**src/rtl/paddle_unit.sv**
```systemverilog
// paddle_unit: frame-rate paddle position with speed ramp and clamping,
// plus a registered pixel renderer against the VGA counters.
module paddle_unit #(
    parameter logic [7:0] PADDLE_COLOR      = 8'hFF,
    parameter int         PADDLE_CENTER_COL = 15,
    parameter int         PADDLE_HEIGHT     = 44,
    parameter int         PADDLE_WIDTH      = 14,
    parameter int         RESET_ROW         = 240,
    parameter int         TOP_LIMIT         = 0,
    parameter int         BOTTOM_LIMIT      = 479,
    parameter int         MIN_SPEED         = 2,
    parameter int         MAX_SPEED         = 8,
    parameter int         ACCEL_FRAMES      = 4
) (
    input  logic        clk,
    input  logic        reset,
    input  logic        frame_tick,
    input  logic        move_up_control,
    input  logic        move_down_control,
    input  logic [11:0] col_counter,
    input  logic [11:0] row_counter,
    output logic [11:0] paddle_center_row,
    output logic [7:0]  paddle_rgb,
    output logic        at_top,
    output logic        at_bottom
);
    localparam int SW = $clog2(MAX_SPEED + 1);
    localparam int CW = (ACCEL_FRAMES > 1) ? $clog2(ACCEL_FRAMES) : 1;
    localparam logic [12:0] MIN_C  = 13'(TOP_LIMIT + PADDLE_HEIGHT / 2);
    localparam logic [12:0] MAX_C  = 13'(BOTTOM_LIMIT - PADDLE_HEIGHT / 2);
    localparam logic [12:0] HALF_H = 13'(PADDLE_HEIGHT / 2);
    localparam logic [11:0] COL_LO = 12'(PADDLE_CENTER_COL - PADDLE_WIDTH / 2);
    localparam logic [11:0] COL_HI = 12'(PADDLE_CENTER_COL + PADDLE_WIDTH / 2);

    typedef enum logic [1:0] {IDLE, UP, DOWN} state_t;

    state_t          state_q, state_d, dir;
    logic [11:0]     centre_q, centre_d;
    logic [SW-1:0]   speed_q, speed_d, spd;
    logic [CW-1:0]   cnt_q, cnt_d, cnt;
    logic [7:0]      rgb_q, rgb_d;
    logic [12:0]     c13, s13, r13;
    logic            fresh, hit;

    always_comb begin
        dir = (move_up_control && !move_down_control) ? UP :
              (move_down_control && !move_up_control) ? DOWN : IDLE;
        // A new or idle direction starts over at the minimum speed.
        fresh = dir != state_q;
        spd = fresh ? SW'(MIN_SPEED) : speed_q;
        cnt = fresh ? '0 : cnt_q;
        c13 = {1'b0, centre_q};
        s13 = 13'(spd);
        state_d = state_q;
        centre_d = centre_q;
        speed_d = speed_q;
        cnt_d = cnt_q;
        if (frame_tick) begin
            state_d = dir;
            centre_d = (dir == UP)   ? ((c13 < MIN_C + s13) ? MIN_C[11:0] : 12'(c13 - s13)) :
                       (dir == DOWN) ? ((c13 + s13 > MAX_C) ? MAX_C[11:0] : 12'(c13 + s13)) :
                       centre_q;
            speed_d = spd;
            cnt_d = cnt;
            if (dir != IDLE) begin
                cnt_d = (cnt == CW'(ACCEL_FRAMES - 1)) ? '0 : cnt + 1'b1;
                speed_d = (cnt == CW'(ACCEL_FRAMES - 1) && spd < SW'(MAX_SPEED)) ? spd + 1'b1 : spd;
            end
        end
        r13 = {1'b0, row_counter};
        hit = (r13 + HALF_H >= c13) && (r13 <= c13 + HALF_H) &&
              (col_counter >= COL_LO) && (col_counter <= COL_HI);
        rgb_d = hit ? PADDLE_COLOR : 8'h00;
    end

    always_ff @(posedge clk or posedge reset) begin
        if (reset) begin
            state_q  <= IDLE;
            centre_q <= 12'(RESET_ROW);
            speed_q  <= SW'(MIN_SPEED);
            cnt_q    <= '0;
            rgb_q    <= 8'h00;
        end else begin
            state_q  <= state_d;
            centre_q <= centre_d;
            speed_q  <= speed_d;
            cnt_q    <= cnt_d;
            rgb_q    <= rgb_d;
        end
    end

    assign paddle_center_row = centre_q;
    assign paddle_rgb        = rgb_q;
    assign at_top            = {1'b0, centre_q} == MIN_C;
    assign at_bottom         = {1'b0, centre_q} == MAX_C;
endmodule

```
**config.mk**
```make
export PLATFORM = sky130hd
export DESIGN_NAME = paddle_unit
export DESIGN_NICKNAME = d
export VERILOG_FILES = /design/src/rtl/paddle_unit.sv
export SDC_FILE = /design/constraint.sdc
export NUM_CORES = 1
export LEC_CHECK = 0
export ABC_AREA = 1
export CORE_MARGIN = 2
export CORE_UTILIZATION = 40
export CTS_CLUSTER_DIAMETER = 50
export DETAILED_ROUTE_END_ITERATION = 12
export HOLD_SLACK_MARGIN = 0.03
export PLACE_DENSITY = 0.64
export SLEW_MARGIN = 20
export SYNTH_ARGS = -nofsm -noshare
export SYNTH_HDL_FRONTEND = slang
export SYNTH_SLANG_ARGS = --single-unit
export TNS_END_PERCENT = 100
```
**constraint.sdc**
```tcl
create_clock -name clk -period 3.6 [get_ports clk]
set_clock_uncertainty 0.2 [all_clocks]
set_input_delay 0.36 -clock clk [delete_from_list [all_inputs] [get_ports clk]]
set_output_delay 0.36 -clock clk [all_outputs]
set_load 0.1 [all_outputs]
```
=== Yosys cells after proc, flatten, opt, wreduce, memory -nomap -nowiden ===
Cells that the tools add are included.

* Logic and storage cells: 49
* Output and inout bits: 22
* Latch bits: 0
* Register bits: 28
* Bits in read-only memories: 0
* Bits in writable memories: 0
* Input port bits: 29
* Memories kept: 0

* Div/mod/pow operators: 0
* Order comparisons: 7
* $add $sub $neg: 7
* Multipliers: 0
* Equality and inequality tests: 6
* Multiplexer cells: 13
* Bitwise operators: 0
* Reduce and logical (&&, ||, !) cells: 11
* Shifts and indexed selects: 0

{| class="wikitable"
|+ Operators with widths
! kind !! number
|-
| two-way mux 12 bit || 4
|-
| adder 12 x 5 -> 13 bit (second input constant) || 2
|-
| adder 12 x 4 -> 13 bit || 1
|-
| >= comparator 13 x 12 -> 1 bit || 1
|-
| greater-than comparator 13 x 9 -> 1 bit (second input constant) || 1
|-
| <= comparator 12 x 13 -> 1 bit || 1
|-
| == test 12 x 5 -> 1 bit (second input constant) || 1
|-
| == test 12 x 9 -> 1 bit (second input constant) || 1
|-
| >= comparator 12 x 4 -> 1 bit (second input constant) || 1
|-
| <= comparator 12 x 5 -> 1 bit (second input constant) || 1
|-
| < comparator 12 x 6 -> 1 bit || 1
|-
| two-way mux 4 bit || 3
|-
| subtractor 12 x 4 -> 12 bit || 1
|-
| two-way mux 2 bit || 5
|-
| two-way mux 8 bit || 1
|-
| adder 5 x 4 -> 6 bit (first input constant) || 1
|-
| logical AND 1 bit || 6
|-
| adder 4 x 1 -> 4 bit (second input constant) || 1
|-
| == test 2 bit (second input constant) || 2
|-
| < comparator 4 bit (second input constant) || 1
|-
| nonzero test 2 bit || 2
|-
| adder 2 x 1 -> 2 bit (second input constant) || 1
|-
| == test 2 x 1 -> 1 bit (second input constant) || 1
|-
| zero test 1 bit || 2
|-
| other kinds (2) || 2
|}

=== Logic depth before layout (Yosys ltp) ===
* Word-level depth: 11
* Depth in mapped cells: 26
* Depth with buffers taken out: 25

=== Worst setup path after synthesis ===
Ideal clock, no wire load.

* Path kind: flip-flop to output port
* Start: reg centre_q[8] (netlist: paddle_center_row[8])
* End: out at_top
* Arrival time: 4.245 ns
* Required time: 3.040 ns
* Buffers on the path: 1
* Slack: -1.205 ns
* Cell stages (with the launch flop): 7
* Path through: dfrtp_1 -> buf_2 -> inv_1 -> nand3_1 -> inv_2 -> nand3_1 -> nor4_1

* Cells in the longest elaborated chain, start to end: 1

{| class="wikitable"
|+ RTL lines
! element !! RTL line !! text
|-
| start: declaration || 38 || <nowiki>logic [11:0] centre_q, centre_d;</nowiki>
|-
| start signal: assignment || 79 || <nowiki>centre_q <= 12'(RESET_ROW);</nowiki>
|-
| start signal: assignment || 85 || <nowiki>centre_q <= centre_d;</nowiki>
|-
| == test 12 x 5 -> 1 bit || 94 || <nowiki>assign at_top = {1'b0, centre_q} == MIN_C;</nowiki>
|-
| end: declaration || 24 || <nowiki>output logic at_top,</nowiki>
|}

No other way between the ends.

=== Worst setup path after layout ===
* Start: in move_down_control
* End: reg centre_q[1] (netlist: paddle_center_row[1])

* Cells in the longest elaborated chain, start to end: 10
* Elaborated cells between the ends (all ways): 20
* Classes of those cells: add/sub (3); order compare (2); eq/ne (3); mux (7); reduce/logical (5)

{| class="wikitable"
|+ RTL lines
! element !! RTL line !! text
|-
| start: declaration || 19 || <nowiki>input logic move_down_control,</nowiki>
|-
| zero test 1 bit (*) || 46 || <nowiki>dir = (move_up_control && !move_down_control) ? UP :</nowiki>
|-
| logical AND 1 bit (*) || 46 ||
|-
| two-way mux 2 bit (*) || 46 ||
|-
| via dir[0] || 37 || <nowiki>state_t state_q, state_d, dir;</nowiki>
|-
| inequality test 2 bit || 49 || <nowiki>fresh = dir != state_q;</nowiki>
|-
| two-way mux 4 bit || 50 || <nowiki>spd = fresh ? SW'(MIN_SPEED) : speed_q;</nowiki>
|-
| adder 12 x 4 -> 13 bit || 61 || <nowiki>(dir == DOWN) ? ((c13 + s13 > MAX_C) ? MAX_C[11:0] : 12'(c13 + s13)) :</nowiki>
|-
| greater-than comparator 13 x 9 -> 1 bit || 61 ||
|-
| two-way mux 12 bit (2 in series) || 61 ||
|-
| two-way mux 12 bit || 60 || <nowiki>centre_d = (dir == UP) ? ((c13 < MIN_C + s13) ? MIN_C[11:0] : 12'(c13 - s13)) :</nowiki>
|}

Mark *: on every way through the listed nets, which the timed path passes. The rest lies on a longest branch. The select of a mux whose other input is x is not followed.
A chain may end at the register's enable or synchronous reset.

==> flow_metrics.tcl <==
set metrics [dict create \
    status "finished, final reports clean" \
    n_fill_cell 756 \
    synth.ff_latch_count 21 \
    routed.top_layer "met4" \
    met3WireLength_um 333 \
    async_flop_share_pct 100 \
    cts_tree "built" \
    drc 0 \
    endpoint_kind "flip-flop" \
    worst_setup_path_start_kind "primary input" \
    fin_nets 586 \
    globalplace.congestion 0.923 \
    critPathSlowestCell "clkdlybuf4s50_1" \
    syn_inst 444 \
    path_cells "clkdlybuf4s50_1, inv_1, ha_1, nand2_1, nand2_4, nor2_4, inv_1, buf_4, nor2_1, inv_1, ha_1, inv_2, nand3b_1, nand3_4, nand2_2, nand2_1, nand2_1, nor2_2, nand3_2, nand2_2, nand2_4, nand2_1, nand2_1" \
    dp_cells 608 \
    syn_area_um2 3090 \
    synth_top_area_cell "ha_1" \
    layout.cells.non_filler 612 \
    crit_start "move_down_control" \
    rsz0062_at_grt "true" \
    path_clk_slew_ns 0.08 \
    drt_iter0_markers 119 \
    grt_max_degree 22 \
    path_depth 23 \
    fin_crit_sh_pct 94.7 \
    ioPinCount 51 \
    crit_required_ns 3.57 \
    wl_met2_mm 4.10 \
    cp_max_fo 8 \
    crit_top_cell "nand2_1" \
    yosysUniqueCellTypes 51 \
    die-height_um 91.9 \
    clk_path_buf_depth 2 \
    drt_pass1_iterations 4 \
    hpwl_mm 6.87 \
    worst_pin_slew_ns 0.966 \
    cts.sink_count 21 \
    ys_seq_area_share_pct 17.2 \
    io_buffers 50 \
    worstHoldPathType "reg2reg" \
    die_area_um2 8440 \
    ctsHtreeMaxLevel 1 \
    cp_num_buf_inv 6 \
    finalHoldViolCount 0 \
    antenna_found_initial 0 \
    drv_cap 0 \
    synthTopCellsByArea "ha_1 17%, dfrtp_1 13%, nand2_1 11%" \
    r2r_start "paddle_center_row[7]" \
    setup.worst_path.class "in2reg" \
    core_um2 7610 \
    synth_top_area_share_pct 17.4 \
    drive_gt1_share_pct 16.7 \
    cp.arrival_ns 3.38 \
    drv_slew 0 \
    postSynthAreaPerCell_um2 6.95 \
    whs_path_depth 2 \
    wl_per_cell_um 13.3 \
    rows 32 \
    setup_viol_count_final 0 \
    fin_hold_ws_ns 0.287 \
    drtAntennaViolNets 0 \
    p_leak_nw 1.96 \
    synth_ff_type "dfrtp_1" \
    peakVddDrop_mv 0.349 \
    fin_crit_ns 3.41 \
    num_antenna_cells 0 \
    grt_pass1_vias 3085 \
    wl_met1_mm 3.55 \
    initial_core_util_pct 40.6 \
    grt_pass1_wl_mm 14.0 \
    cts_made_buffers 3 \
    r2r_cells 10 \
    synth_edf_count 0 \
    synth_nets 519 \
    overflow 0 \
    min_from "speed_q[1]" \
    cpLargestDelayFamily "simple AND/OR/NAND/NOR gates" \
    drt_wl_total_mm 8.16 \
    timing.fmax_ghz 0.293 \
    yosysWarnings 0 \
    cpPeakStageDelay_ns 0.48 \
    p_per_area_nw_per_um2 626 \
    die_x_um 91.9 \
    slew-limit-headroom_pct 35.4 \
    num_vias 3076 \
    cts-root-buf "clkbuf_8" \
    syn_to_final_growth_pct 26.2 \
    groute.usage.overall_pct 20.2 \
    postCtsHoldBufs 0 \
    vias_per_cell 5.03 \
    clock_latency_ns 0.27 \
]
==> final cells by class <==
| type | count | area [um^2] | share of cell area, % |
|---|---|---|---|
| Clock buffer | 3 | 41.3 | 1.06 |
| Clock inverter | 1 | 5.00 | 0.128 |
| Inverter | 72 | 275 | 7.06 |
| Multi-Input combinational cell | 336 | 2230 | 57.2 |
| Sequential cell | 21 | 532 | 13.6 |
| Tap cell | 102 | 128 | 3.27 |
| Timing Repair Buffer | 77 | 686 | 17.6 |
==> worst reg2reg max path: cells and delay by family, from the launching register on <==
family                     cells  cell delay [ns]
AOI/OAI and AO/OA              2             0.29
xor gates and xnor gates       1             0.16
adders and majority gates      1             0.30
buffers and inverters          1             0.18
DFF                            1             0.65
and+or+nand+nor                5             1.15
==> cell usage after synthesis (4+ instances only) <==
library cell,count
ha_1,43
nand4_1,8
inv_2,5
a21oi_1,22
nor3_1,9
inv_1,64
nand2_2,7
a21oi_2,4
dfrtp_1,16
xnor2_1,4
dfstp_2,5
o21ai_0,18
buf_4,8
nand3_1,26
nand2_1,90
nor2_1,40
xor2_1,22
==> worst paths after layout <==
kind,endpoint,slack (ns)
min in group asynchronous,state_q[1],0.34
min reg2reg,speed_q[1],0.29
max reg2reg,paddle_rgb[6],0.59
max in group asynchronous,paddle_center_row[11],2.36
min,speed_q[1],0.29
max,paddle_center_row[1],0.19
==> routing by layer <==
metal	global-route usage, %	up-vias
li1	-	1578
met1	24.3	1414
met2	37.3	68
met3	2.96	16
met4	5.60	0
met5	0	-
==> flip-flops by register name, summed over array words and instances (netlist names) <==
signal and flops:
paddle_center_row 12, cnt_q 2, paddle_rgb 1, speed_q 4
state_q 2
==> layout by cell type, fill, tap and decap left out, drive strengths merged, types with 3 or more instances in the layout <==
master and count:
a21oi 26, buf 34, clkbuf 3, clkdlybuf4s50 43, clkinv 3, dfrtp 16
dfstp 5, fa 3, ha 43, inv 70, nand2 100, nand3 28
nand4 10, nor2 43, nor3 11, nor4 3, o21ai 20, xnor2 4
xor2 23
==> stage by stage <==
stage	setup TNS [ns]	cell area, um^2	util, %	power [mW]	setup slack [ns]
6_report	0	3900	51.2	2.44	0.189
5_1_grt	-0.0676	3900	51.2	2.66	-0.0271
4_1_cts	0	3860	50.8	2.44	0.0298
3_5_place_dp	-1.40	3820	50.2	2.26	-0.251
3_3_place_gp	-0.588	3820	50.2	2.24	-0.107
2_1_floorplan	0	3100	-	1.76	0.220
==> report_power, final <==
| part | total, mW | leakage (nW) | internal [mW] | switching, mW |
|---|---|---|---|---|
| Combinational | 1.87 | 1.68 | 0.639 | 1.23 |
| Clock | 0.162 | 0.0255 | 0.0775 | 0.0845 |
| Sequential | 0.405 | 0.255 | 0.307 | 0.0985 |
| Total | 2.44 | 1.96 | 1.02 | 1.42 |
==> cell families (layout without fill, tap and decap cells) <==
group	count (synthesis)	after routing	synth area share, %
and+or+nand+nor	199	199	30.9
buffers and inverters	87	153	12.1
AOI/OAI and AO/OA	64	64	12.6
adders and majority gates	46	46	19.4
xor gates and xnor gates	27	27	7.90
DFF	21	21	17.2
==> what timing repair did <==
| item | 4_1_cts | 5_1_grt |
|---|---|---|
| resized for setup | 0 | 9 |
| endpoints found under the setup margin | 0 | 12 |
| setup buffers | 0 | 0 |
(Power assumes the default switching activity.)
